<file path="src/rtl/mem_wb_skid_reg.sv">
`default_nettype none
// ============================================================================
//  Module   : mem_wb_skid_reg
//  Purpose  : MEM->WB pipeline register with valid/ready handshake and a
//             2-entry skid buffer, freeze, flush, occupancy report and a
//             saturating stall counter. Upstream ready is registered apart
//             from the freeze term.
//  Revision : 1.0  initial release
// ============================================================================
module mem_wb_skid_reg #(
  parameter int DATA_W = 32,
  parameter int DEST_W = 4,
  parameter int CNT_W  = 16
) (
  input  logic              clk,
  input  logic              rst,
  input  logic              freeze,
  input  logic              flush,
  input  logic              in_valid,
  output logic              in_ready,
  input  logic              wb_en,
  input  logic              mem_r_en,
  input  logic [DEST_W-1:0] dest,
  input  logic [DATA_W-1:0] alu_res,
  input  logic [DATA_W-1:0] mem_data,
  output logic              out_valid,
  input  logic              out_ready,
  output logic              wb_en_out,
  output logic              mem_r_en_out,
  output logic [DEST_W-1:0] dest_out,
  output logic [DATA_W-1:0] alu_res_out,
  output logic [DATA_W-1:0] mem_data_out,
  output logic [1:0]        occupancy,
  output logic [CNT_W-1:0]  stall_cnt
);

  // Payload layout, MSB first: {wb_en, mem_r_en, dest, alu_res, mem_data}
  localparam int PAY_W = 2 + DEST_W + 2 * DATA_W;
  localparam logic [CNT_W-1:0] CNT_MAX = {CNT_W{1'b1}};

  // Encoding is {head_valid, skid_valid}; (0,1) is never produced.
  typedef enum logic [1:0] {
    EMPTY = 2'b00,
    ONE   = 2'b10,
    FULL  = 2'b11
  } state_t;

  state_t             state_q, state_d;
  logic [PAY_W-1:0]   head_q, skid_q, in_pay;
  logic [CNT_W-1:0]   stall_q;
  logic               head_valid, skid_valid;
  logic               in_fire, out_fire;
  logic               load_head_in, load_head_skid, load_skid;
  logic               stall_inc;

  assign head_valid = state_q[1];
  assign skid_valid = state_q[0];
  assign in_pay     = {wb_en, mem_r_en, dest, alu_res, mem_data};

  // Freeze is the only combinational contributor to the handshake outputs.
  assign in_ready  = ~skid_valid & ~freeze;
  assign out_valid = head_valid & ~freeze;
  assign in_fire   = in_valid & in_ready;
  assign out_fire  = out_valid & out_ready;

  assign wb_en_out    = out_valid & head_q[PAY_W-1];
  assign mem_r_en_out = out_valid & head_q[PAY_W-2];
  assign dest_out     = head_q[2*DATA_W +: DEST_W];
  assign alu_res_out  = head_q[DATA_W +: DATA_W];
  assign mem_data_out = head_q[0 +: DATA_W];

  assign occupancy = {1'b0, head_valid} + {1'b0, skid_valid};
  assign stall_cnt = stall_q;

  // A stalled cycle is one where WB is offered an entry and refuses it.
  assign stall_inc = out_valid & ~out_ready & ~flush & (stall_q != CNT_MAX);

  // Next-state and payload-steering decisions for the two-entry buffer.
  always_comb begin
    state_d        = state_q;
    load_head_in   = 1'b0;
    load_head_skid = 1'b0;
    load_skid      = 1'b0;
    if (flush) begin
      state_d = EMPTY;
    end else begin
      // Under freeze both fire terms are low, so everything holds here.
      case (state_q)
        EMPTY: begin
          if (in_fire) begin
            state_d      = ONE;
            load_head_in = 1'b1;
          end
        end
        ONE: begin
          if (in_fire && out_fire) begin
            load_head_in = 1'b1;
          end else if (in_fire) begin
            state_d   = FULL;
            load_skid = 1'b1;
          end else if (out_fire) begin
            state_d = EMPTY;
          end
        end
        FULL: begin
          if (out_fire) begin
            state_d        = ONE;
            load_head_skid = 1'b1;
          end
        end
        default: state_d = EMPTY;
      endcase
    end
  end

  // State, payload and stall-counter registers.
  always_ff @(posedge clk) begin
    if (rst) begin
      state_q <= EMPTY;
      head_q  <= '0;
      skid_q  <= '0;
      stall_q <= '0;
    end else begin
      state_q <= state_d;
      if (load_head_in) begin
        head_q <= in_pay;
      end else if (load_head_skid) begin
        head_q <= skid_q;
      end
      if (load_skid) begin
        skid_q <= in_pay;
      end
      if (stall_inc) begin
        stall_q <= stall_q + 1'b1;
      end
    end
  end

endmodule
`default_nettype wire
</file>
<file path="config.mk">
export PLATFORM = sky130hd
export DESIGN_NAME = mem_wb_skid_reg
export DESIGN_NICKNAME = d
export VERILOG_FILES = /design/src/rtl/mem_wb_skid_reg.sv
export SDC_FILE = /design/constraint.sdc
export NUM_CORES = 1
export LEC_CHECK = 0
export CORE_MARGIN = 2
export CORE_UTILIZATION = 40
export CTS_CLUSTER_DIAMETER = 120
export DETAILED_ROUTE_END_ITERATION = 10
export PLACE_DENSITY_LB_ADDON = 0.08
export SYNTH_ARGS = -nofsm -noshare
export SYNTH_HDL_FRONTEND = slang
export SYNTH_SLANG_ARGS = --single-unit
</file>
<file path="constraint.sdc">
create_clock -name clk -period 1.85 [get_ports clk]
set_input_delay 0.555 -clock clk [delete_from_list [all_inputs] [get_ports clk]]
set_output_delay 0.555 -clock clk [all_outputs]
set_load 0.01 [all_outputs]
</file>
==> out/qor.yml <==
status:
  outcome: "finished clean"
global_route:
  grt_max_degree: 61
  grt_pass1_wl_um: 30200
  grt_pass1_vias: 6039
  antenna_found_initial: 0
  overflow: 0
  grt_usage: 0.190
power_and_ir_drop:
  p_total_mw: 8.04
  ir_worst_vdd_mv: 0.616
  p_leak_nw: 3.83
  powerDensity_nw_per_um2: 801
critical_path:
  crit_buf_inv: 3
  critPathKind: "flip-flop to flip-flop"
  timing.reg2reg.setup_slack_ps: 30
  slowest_delay_ps: 360
  cp.arrival_ps: 2140
  crit_start: "state_q[1]"
  path_cells: "buf_8, ha_4, and4b_2, o211ai_4, buf_12, buf_12, nor2_1, a211oi_1"
  path_delay_family: "buffers and inverters"
  crit_cells: 8
  cp_max_fo: 12
  r2r_end: "head_q[35]"
  r2r_cells: 8
  worstPathRequired_ps: 2170
  crit_top_cell: "buf_12"
  endpoint: "head_q[35]"
  reg2reg_from: "state_q[1]"
  critPathCaptureType: "flip-flop"
  slowest_stage: "dfxtp_4"
  start_kind: "flip-flop"
finish:
  area_growth_pct: 36.2
  fin_cells: 1180
  fill_cells: 1627
  diodes: 0
  drive_gt1_frac: 0.196
  seqCellArea_um2: 3170
  multi_input_area_um2: 3550
  nNetsFinal: 1019
yosys:
  ys_ff_latch: 158
  synth_top_area_cell: "dfxtp_1"
  synthFlopType: "dfxtp_1"
  async_reset_ff_frac: 0
  synth.top_cells.by_count: "dfxtp_1, nand2_1, nor2_1, a21oi_1, mux2i_1"
  syn_area_per_cell_um2: 8.98
  yosys_warnings: 0
  synth_cells: 821
  yosysMostFrequentCell: "dfxtp_1"
  synth_cell_types: 45
  yosys-top-cells-area: "dfxtp_1, mux2i_1, nand2_1"
  synth_area_um2: 7370
  synth_top_area_frac: 0.429
  syn_nets: 902
  yosysSeqAreaShare: 0.429
  synth_enable_flop_cells: 0
worst_hold_path:
  hp-class: "flip-flop to flip-flop"
timing:
  grt_setup_unrepaired: "yes"
  worst_slew_pin_slew_ps: 460
  fin_crit_ps: 1820
  clock.fmax_ghz: 0.550
  setup_tns_ps: 0
  slew_viol_final: 0
  hold_viol_final: 0
  fin_skew_ps: 7.93
  fin_crit_sh: 0.983
  slew_headroom: 0.693
  setup_viol: 0
placement:
  dp_hpwl_um: 12000
  routabilityCongestion: 0.825
  dp.cells: 1138
  numPortBuffers: 165
floorplan:
  die_w_um: 140
  io_pins: 166
  design.die.area_um2: 19500
  dieHeight_um: 140
  row_count: 49
  start_util: 0.409
  core_region_area_um2: 18000
routing:
  drt_iter0_drc: 264
  drt-total-wl_um: 18600
  wl_met1_um: 7820
  route.met3.wl_um: 887
  avgRoutedWirePerCell_um: 15.8
  route.detailed.drc: 0
  routed-wl-met2_um: 9570
  dr.pass1.iters: 5
  antenna_left: 0
  highest_layer: "met4"
  viasPerCell: 5.12
  via_count: 6041
clock_tree:
  htreeDepth: 4
  clock_latency_ps: 420
  cts_buffers: 17
  clk_pin_slew_ps: 60
  root_buffer: "clkbuf_16"
  cts_tree: "built"
  clk_path_buf_depth: 2
  postCtsHoldBufs: 0
  cts.sinks: 158
run:
  maxCapViolations: 0
## state kept, by name, summed over array words and instances (netlist names)
signal     flops
stall_cnt     16
skid_q        70
state_q        2
head_q        70
## per-layer routing
layer,up-vias,GRT usage
met5,-,0
met1,2907,0.227
met4,0,0.0684
met3,23,0.0475
li1,2974,-
met2,137,0.331
## where the power goes
| group | internal (mW) | total, mW | leakage (nW) | switching [mW] |
|---|---|---|---|---|
| Sequential | 3.50 | 3.55 | 1.29 | 0.0545 |
| Clock | 2.25 | 3.67 | 0.301 | 1.42 |
| Combinational | 0.435 | 0.814 | 2.24 | 0.379 |
## metrics by stage
| step | hold WS [ps] | worst slack [ps] | utilization | area, µm² |
|---|---|---|---|---|
| CTS | 455 | -57.8 | 0.544 | 9810 |
| detailed placement | 446 | -649 | 0.501 | 9030 |
| floorplan | 436 | -80.5 | - | 7420 |
| global placement | 441 | -597 | 0.501 | 9030 |
| global route | 472 | -56.2 | 0.557 | 10000 |
| finish | 452 | 31.8 | 0.557 | 10000 |
## how the worst min path moves through the flow
stage	start	to	slack, ps	cells past startpoint
after floorplan	skid_q[0]	skid_q[0]	440	2
after global routing	skid_q[5]	skid_q[5]	470	2
after CTS	skid_q[47]	skid_q[47]	460	2
after detailed placement	skid_q[47]	skid_q[47]	450	2
after global placement	skid_q[52]	skid_q[52]	440	2
final	skid_q[9]	skid_q[9]	450	2
## placed cells by master, fill, tap and decap left out, types with 3 or more instances in the layout
master	synthesis	routed
inv_6	0	3
mux2_2	8	7
nor2_1	86	85
buf_4	69	30
nor3_1	4	4
buf_6	9	10
ha_4	0	3
clkbuf_8	0	3
clkbuf_16	0	18
nand2_1	147	147
a21oi_1	77	77
dfxtp_2	0	6
a211oi_1	49	27
nor2b_1	9	9
bufinv_16	0	3
dlygate4sd2_1	0	86
clkdlybuf4s50_1	0	71
mux2i_1	72	68
mux2i_2	0	3
buf_2	14	3
dfxtp_1	158	151
nand3_1	5	3
a211oi_2	25	46
buf_12	0	16
bufbuf_16	0	3
inv_1	8	6
nand4_1	3	3
## what timing repair did
| item | 4_1_cts | 5_1_grt |
|---|---|---|
| endpoints found under the setup margin | 246 | 41 |
| gates resized for setup | 132 | 46 |
| buffers inserted | 0 | 4 |
| pin swaps | 9 | 17 |
| gates cloned | 5 | 1 |
## cell type report
type	instances	area share
clock buffer	21	0.0469
clock inverter	11	0.0153
inverter	8	0.00299
multi-input combinational	526	0.354
sequential	158	0.316
tap	229	0.0286
timing repair buffer	227	0.236
## worst min-delay path, delay by kind of cell (launching register included)
kind / cells / cell delay (ps)
compound gates: 1 / 50
flops: 1 / 310
simple gates: 1 / 50
## cell families after synthesis
logic type | share of synthesized area
simple gates | 0.162
compound gates | 0.160
flops | 0.429
buf+inv | 0.126
mux | 0.113
fa+ha+maj | 0.00849
xor+xnor | 0.00119
Power figures use the tool's default switching activity.
